===== config.mk =====
export PLATFORM = sky130hd
export DESIGN_NAME = fwd_sel_ctrl
export DESIGN_NICKNAME = d
export VERILOG_FILES = /design/src/rtl/fwd_pkg.sv /design/src/rtl/fwd_stage_reg.sv /design/src/rtl/fwd_sel_ctrl.sv
export SDC_FILE = /design/constraint.sdc
export NUM_CORES = 1
export LEC_CHECK = 0
export BUFFER_PORTS_ARGS = -buffer_cell sky130_fd_sc_hd__buf_2
export CAP_MARGIN = 20
export CORE_MARGIN = 2
export CORE_UTILIZATION = 40
export DETAILED_ROUTE_END_ITERATION = 10
export GPL_TIMING_DRIVEN = 0
export PLACE_DENSITY_LB_ADDON = 0.15
export SETUP_SLACK_MARGIN = 0.4
export SYNTH_ARGS = -nofsm -noshare
export SYNTH_HDL_FRONTEND = slang
export SYNTH_SLANG_ARGS = --single-unit
export TNS_END_PERCENT = 100

===== constraint.sdc =====
create_clock -name clk -period 1.5 [get_ports clk]
set_input_delay 0.15 -clock clk [delete_from_list [all_inputs] [get_ports clk]]
set_output_delay 0.15 -clock clk [all_outputs]
set_load 0.02 [all_outputs]

===== src/rtl/fwd_pkg.sv =====
// ============================================================================
// Module   : fwd_pkg
// Brief    : Forwarding-select constants, shadow-stage type and match helper.
// Revision : 1.0 - initial release
// ============================================================================
`default_nettype none

package fwd_pkg;

    localparam logic [1:0] SEL_REG = 2'b00;
    localparam logic [1:0] SEL_ALU = 2'b01;
    localparam logic [1:0] SEL_WB  = 2'b10;

    localparam logic [3:0] REG_PC  = 4'd15;

    typedef struct packed {
        logic       valid;
        logic [3:0] dest;
        logic       wb_en;
        logic       mem_r_en;
    } stage_t;

    // The PC is never forwarded; its value comes from the fetch path.
    function automatic logic src_match(input stage_t s, input logic [3:0] src);
        return s.valid && s.wb_en && (s.dest == src) && (src != REG_PC);
    endfunction

endpackage

`default_nettype wire


===== src/rtl/fwd_stage_reg.sv =====
// ============================================================================
// Module   : fwd_stage_reg
// Brief    : One shadow pipeline-stage register with freeze hold and valid clear.
// Revision : 1.0 - initial release
// ============================================================================
`default_nettype none

module fwd_stage_reg
    import fwd_pkg::*;
(
    input  logic   clk,
    input  logic   rst,
    input  logic   i_freeze,
    input  logic   i_clr,
    input  stage_t i_d,
    output stage_t o_q
);

    stage_t r_q;
    stage_t w_d;

    always_comb begin
        w_d       = i_d;
        w_d.valid = i_d.valid & ~i_clr;
    end

    always_ff @(posedge clk or posedge rst) begin
        if (rst) begin
            r_q <= '0;
        end else if (!i_freeze) begin
            r_q <= w_d;
        end
    end

    assign o_q = r_q;

endmodule

`default_nettype wire


===== src/rtl/fwd_sel_ctrl.sv =====
// ============================================================================
// Module   : fwd_sel_ctrl
// Brief    : EXE forwarding-select and load-use hazard control.
//            Macro FWD_EN enables forwarding; without it every match stalls.
// Revision : 1.0 - initial release
// ============================================================================
`default_nettype none

module fwd_sel_ctrl
    import fwd_pkg::*;
(
    input  logic       clk,
    input  logic       rst,
    input  logic       ID_valid,
    input  logic [3:0] ID_src1,
    input  logic [3:0] ID_src2,
    input  logic       ID_two_src,
    input  logic [3:0] ID_dest,
    input  logic       ID_WB_EN,
    input  logic       ID_MEM_R_EN,
    input  logic       freeze,
    input  logic       flush,
    output logic [1:0] Sel_src1,
    output logic [1:0] Sel_src2,
    output logic       hazard
);

    stage_t w_id_stage;
    stage_t r_exe;
    stage_t r_mem;
    logic   w_bubble;
    logic   w_m1_exe;
    logic   w_m1_mem;
    logic   w_m2_exe;
    logic   w_m2_mem;
    logic   w_unused;

    assign w_id_stage = '{valid: ID_valid, dest: ID_dest, wb_en: ID_WB_EN, mem_r_en: ID_MEM_R_EN};

    assign w_m1_exe = src_match(r_exe, ID_src1);
    assign w_m1_mem = src_match(r_mem, ID_src1);
    assign w_m2_exe = ID_two_src & src_match(r_exe, ID_src2);
    assign w_m2_mem = ID_two_src & src_match(r_mem, ID_src2);

    assign w_bubble = hazard | flush;

    fwd_stage_reg u_exe_stage (
        .clk      (clk),
        .rst      (rst),
        .i_freeze (freeze),
        .i_clr    (w_bubble),
        .i_d      (w_id_stage),
        .o_q      (r_exe)
    );

    fwd_stage_reg u_mem_stage (
        .clk      (clk),
        .rst      (rst),
        .i_freeze (freeze),
        .i_clr    (1'b0),
        .i_d      (r_exe),
        .o_q      (r_mem)
    );

`ifdef FWD_EN
    logic       w_exe_load;
    logic [1:0] w_sel1_nxt;
    logic [1:0] w_sel2_nxt;
    logic [1:0] r_sel1;
    logic [1:0] r_sel2;

    // Only a load in EXE cannot be forwarded in time; everything else bypasses.
    assign w_exe_load = r_exe.valid & r_exe.mem_r_en & r_exe.wb_en;
    assign hazard     = ID_valid & ~flush & w_exe_load & (w_m1_exe | w_m2_exe);

    always_comb begin
        w_sel1_nxt = SEL_REG;
        w_sel2_nxt = SEL_REG;
        if (w_m1_exe)      w_sel1_nxt = SEL_ALU;
        else if (w_m1_mem) w_sel1_nxt = SEL_WB;
        if (w_m2_exe)      w_sel2_nxt = SEL_ALU;
        else if (w_m2_mem) w_sel2_nxt = SEL_WB;
    end

    always_ff @(posedge clk or posedge rst) begin
        if (rst) begin
            r_sel1 <= SEL_REG;
            r_sel2 <= SEL_REG;
        end else if (!freeze) begin
            r_sel1 <= w_bubble ? SEL_REG : w_sel1_nxt;
            r_sel2 <= w_bubble ? SEL_REG : w_sel2_nxt;
        end
    end

    assign Sel_src1 = r_sel1;
    assign Sel_src2 = r_sel2;
`else
    assign hazard   = ID_valid & ~flush & (w_m1_exe | w_m1_mem | w_m2_exe | w_m2_mem);
    assign Sel_src1 = SEL_REG;
    assign Sel_src2 = SEL_REG;
`endif

    assign w_unused = ^{r_exe.mem_r_en, r_mem.mem_r_en};

endmodule

`default_nettype wire


# Yosys cells after proc, flatten, opt, wreduce, memory -nomap -nowiden
# Cells that the tools add are included.
[word_totals]
input_bits = 20
regBits = 12
out_inout_bits = 5
elab_cells = 33
[classes]
n_reduce_logical = 10
bitwise = 11
n_eq_ne = 6
[op_table]
columns = ["op", "count"]
rows = [
  ["equality test 4 bit", 4],
  ["logical AND 1 bit", 10],
  ["inequality test 4 bit, second input constant", 2],
  ["AND 1 bit", 5],
  ["bitwise OR 1 bit", 4],
  ["inverter 1 bit", 2],
]

# Logic depth before layout (Yosys ltp)
[depth]
depth_word = 10
depth_mapped = 4
ltp_nobuf = 4

# By module
# From an unflattened synthesis, not the netlist that was laid out.
[unflattened]
hier_cells = 72
area_unflattened_um2 = 859.6
[by_module_without_submodules]
columns = ["mod", "cells_each", "instances", "seq_area_each_um2", "area_each_um2"]
rows = [
  ["fwd_stage_reg", 18, 2, 175.2, 295.3],
  ["fwd_sel_ctrl", 36, 1, 0.0, 269.0],
]

# Worst setup path before layout
# OpenSTA, ideal clock, no wires.
[synth_timing]
path_type = "register to output"
from = "register u_exe_stage.r_q (netlist bit u_exe_stage.o_q[5])"
to = "output port hazard"
n_path_buf = 0
required_time_ns = 1.350
stages_incl_launch_ff = 5
arrival_ns = 1.514
slack_ns = -0.164
cell_sequence = "dfrtp_1 > xor2_1 > or4_1 > o22ai_1 > o311a_1"
[synth_via]
elab_chain_cells = 7
word_cells_on_any_way = 11
cone_classes = "eq/ne: 2; bitwise: 5; reduce/logical: 4"
[synth_lines]
columns = ["element", "line_no", "source"]
rows = [
  ["start: declaration", "fwd_stage_reg.sv:19", "stage_t r_q;"],
  ["start signal: assignment", "fwd_stage_reg.sv:31", "r_q <= w_d;"],
  ["equality test 4 bit", "fwd_pkg.sv:25", "return s.valid && s.wb_en && (s.dest == src) && (src != REG_PC);"],
  ["logical AND 1 bit (2 in series)", "fwd_pkg.sv:25", ""],
  ["bitwise OR 1 bit / AND 1 bit (equally long branches)", "fwd_sel_ctrl.sv:98, fwd_sel_ctrl.sv:42", ""],
  ["bitwise OR 1 bit (*) (2 in series)", "fwd_sel_ctrl.sv:98", "assign hazard = ID_valid & ~flush & (w_m1_exe | w_m1_mem | w_m2_exe | w_m2_mem);"],
  ["AND 1 bit (*)", "fwd_sel_ctrl.sv:98", ""],
  ["end: declaration", "fwd_sel_ctrl.sv:25", "output logic hazard"],
]
# Mark *: on every way between the ends. The rest lies on a longest branch, timed or not.

# Worst setup path after layout
[layout_timing]
from = "register u_mem_stage.r_q (netlist bit u_mem_stage.o_q[3])"
to = "output port hazard"
[layout_via]
elab_chain_cells = 7
word_cells_on_any_way = 11
cone_classes = "eq/ne: 2; bitwise: 5; reduce/logical: 4"
[layout_lines]
columns = ["element", "line_no"]
rows = [
  ["start: declaration", "fwd_stage_reg.sv:19"],
  ["start signal: assignment", "fwd_stage_reg.sv:31"],
  ["equality test 4 bit", "fwd_pkg.sv:25"],
  ["logical AND 1 bit (2 in series)", "fwd_pkg.sv:25"],
  ["bitwise OR 1 bit (2 in series)", "fwd_sel_ctrl.sv:98"],
  ["bitwise OR 1 bit (*)", "fwd_sel_ctrl.sv:98"],
  ["AND 1 bit (*)", "fwd_sel_ctrl.sv:98"],
]
# Marks and branches as above.

==> impl_metrics.yaml <==
sta:
  final_max_slew_viol_count: 0
  finalHoldViolations: 0
  rsz0062_at_grt: "true"
  setup_viol: 2
  fmax_mhz: 513.5
  whs_ns: 0.1099
  fin_crit_ns: 1.947
  final.setup.worst_slack_ns: -0.4473
  post-route-period-util_pct: 129.8
  worst_slew_pin_slew_ns: 0.5453
  skew_ns: 0.002266
  max_slew_margin_pct: 63.65
  tns_ns: -0.5092
cells_and_area:
  fin_util_pct: 55.97
  diodes: 0
  fin_nets: 118
  synthToLayoutAreaGrowth_pct: 33.10
  nFillCells: 166
  layout-drive-gt1-share_pct: 46.88
synth:
  muxShareOfSynthArea_pct: 17.25
  seq_area_frac_synth_pct: 41.81
  ys_types: 20
  syn_area_um2: 718.2
  syn-instance-count: 67
  ys_ff_latch: 12
  yosysWarnings: 0
  synth_top_family_by_area: "multiplexers"
  synthXorXnorAreaFrac_pct: 17.07
  synthAdderAreaFrac_pct: 0
  synthSimpleGateAreaFrac_pct: 12.72
  synth_compound_area_share_pct: 4.878
  synth_area_per_cell_um2: 10.72
grt:
  overflow: 0
  grt_max_degree: 13
  grt_pass1_vias: 537
  grt_pass1_wl_um: 2263
  grt_use_total_pct: 15.17
  antenna_found_initial: 0
worst_setup_path:
  crit_path_end_kind: "output port"
  cp_data_arrival_time_ns: 1.80
  critical_path_required_ns: 1.35
  crit_type: "flop to output port"
  startpoint_type: "flop"
  critPathMaxFanout: 3
drt:
  drtIter0Drc: 3
  wl_um: 1373
  dr_total_vias: 572
  dr.pass1.iters: 2
  ant_nets: 0
  wire_per_inst_um: 11.35
  routed_via_density: 4.727
  drc: 0
outcome:
  violations: "setup timing"
  run_status: "finished, violations left"
floorplan:
  die-area_mm2: 0.002151
  coreArea_mm2: 0.001708
  die_w_um: 46.38
  fp.dieH_um: 46.38
  start_util_pct: 42.05
  num_rows: 15
  ios: 25
place:
  portBuffers: 19
  gp_congestion: 0.7077
  place_hpwl_um: 1100
  pre_cts_slack_ns: -0.3240
flow_run:
  max-cap-violations: 0
cts:
  cts_num_sinks: 12
  cts_buffers: 3
  cts.reportedPaths.clkPinSlew_ns: 0.07
  clock_path_buffers: 2
  cts_tree: "built"
  clock_latency_ns: 0.27
  root_buffer: "clkbuf_4"
  htreeDepth: 1
pwr:
  vdd_drop_max_mv: 0.4960
  power_leakage_nw: 0.4289
  clkPwrFrac_pct: 24.0
  power_density_mw_per_mm2: 829.2
  sequentialPowerShare_pct: 50.0
  netSwitchingFraction_pct: 28.15
  power_mw: 0.7926
  power_switching_mw: 0.2232
  internal-power_mw: 0.5695
  combPwrFrac_pct: 26.0
worst_hold_path:
  min_path_type: "input pin to flop"
-- cells in the final DEF, fill, tap and decap left out --
cell type,netlist,final
conb_1,1,4
nor4_2,0,1
nand3b_1,1,1
buf_2,0,18
nor4_1,2,1
nand4_1,1,1
clkbuf_4,0,3
buf_4,4,7
xor2_1,8,8
inv_1,2,2
and2_1,2,2
xnor2_1,6,6
nand2_1,4,4
dfrtp_1,12,12
buf_6,0,1
o22ai_4,0,1
a21oi_1,2,2
buf_1,1,1
mux2_2,11,11
o41ai_1,1,1
nor2_1,2,2
or4_4,0,2
o311a_4,0,1
nand3_1,3,3
dlygate4sd3_1,0,1
-- critical path: stages, from the launching register on --
cell	delay [ns]
dfrtp_1	0.41
xor2_1	0.15
or4_4	0.53
o22ai_4	0.15
o311a_4	0.18
buf_6	0.11
-- sequential cells by signal, indices dropped and copies added (netlist names) --
register	cells
u_exe_stage.o_q	6
u_mem_stage.o_q	6
-- power groups by stage --
stage	logic, mW	registers, mW	clock network [mW]
floorplan	0.132	0.399	0
global placement	0.177	0.407	0
detailed placement	0.182	0.408	0
CTS	0.206	0.397	0.197
global route	0.230	0.405	0.211
finish	0.206	0.397	0.190
-- timing repair --
item | 4_1_cts | 5_1_grt
hold endpoints to repair | 12 | 0
hold buffers | 1 | 0
resized for setup | 5 | 1
buffers inserted | 3 | 0
endpoints found under the setup margin | 2 | 2
pin swaps | 3 | 1
-- cells by family (layout without fill, tap and decap cells) --
logic type	after synthesis	after routing
AND/OR/NAND/NOR	17	17
XOR/XNOR	14	14
flip-flops	12	12
multiplexers	11	11
buffers and inverters	7	33
AO/OA/AOI/OAI	5	5
other	1	4
-- metrics by stage --
step,area (um2),cells
floorplan,747.0,70
global placement,873.3,114
detailed placement,873.3,114
CTS,949.7,121
global route,955.9,121
finish,955.9,121
-- cell type report --
cell class              instances  area [um2]  area share (%)
clock buffers                   3       22.52           2.356
plain buffers                   5       33.78           3.534
well taps                      25       31.28           3.272
repair buffers                 23       133.9           14.01
multi-input cells              51       426.7           44.63
inverters                       2       7.507          0.7853
flip-flops and latches         12       300.3           31.41
-- Yosys cell counts --
master | count | area share, %
nand3b_1 | 1 | 1.0
conb_1 | 1 | 0.52
mux2_2 | 11 | 17
dfrtp_1 | 12 | 42
buf_1 | 1 | 0.52
xor2_1 | 8 | 9.8
or4_1 | 2 | 2.1
o22ai_1 | 1 | 0.87
and2_1 | 2 | 1.7
nand2_1 | 4 | 2.1
nor4_1 | 2 | 1.7
nand4_1 | 1 | 0.87
o311a_1 | 1 | 1.4
o41ai_1 | 1 | 1.2
a21oi_1 | 2 | 1.4
nand3_1 | 3 | 2.1
buf_4 | 4 | 4.2
inv_1 | 2 | 1.0
xnor2_1 | 6 | 7.3
nor2_1 | 2 | 1.0
-- path summary, 6_finish.rpt --
kind                       slack (ns)               start            endpoint  cells after the start
max in group asynchronous        0.77                 rst  u_mem_stage.o_q[5]                      3
max                             -0.45  u_mem_stage.o_q[3]              hazard                      5
max reg2reg                     -0.06  u_mem_stage.o_q[3]  u_exe_stage.o_q[6]                      5
min                              0.11            ID_WB_EN  u_exe_stage.o_q[1]                      2
min in group asynchronous        0.42                 rst  u_exe_stage.o_q[3]                      3
min reg2reg                      0.51  u_mem_stage.o_q[6]  u_mem_stage.o_q[6]                      1
-- per-layer routing --
metal	up-vias	GRT usage (%)	routed length (um)
met4	0	6.857	6
met2	17	22.78	640
li1	285	-	-
met1	268	21.32	653
met5	-	0	0
met3	2	2.353	73
No activity file was read; power rests on OpenSTA's default activity.
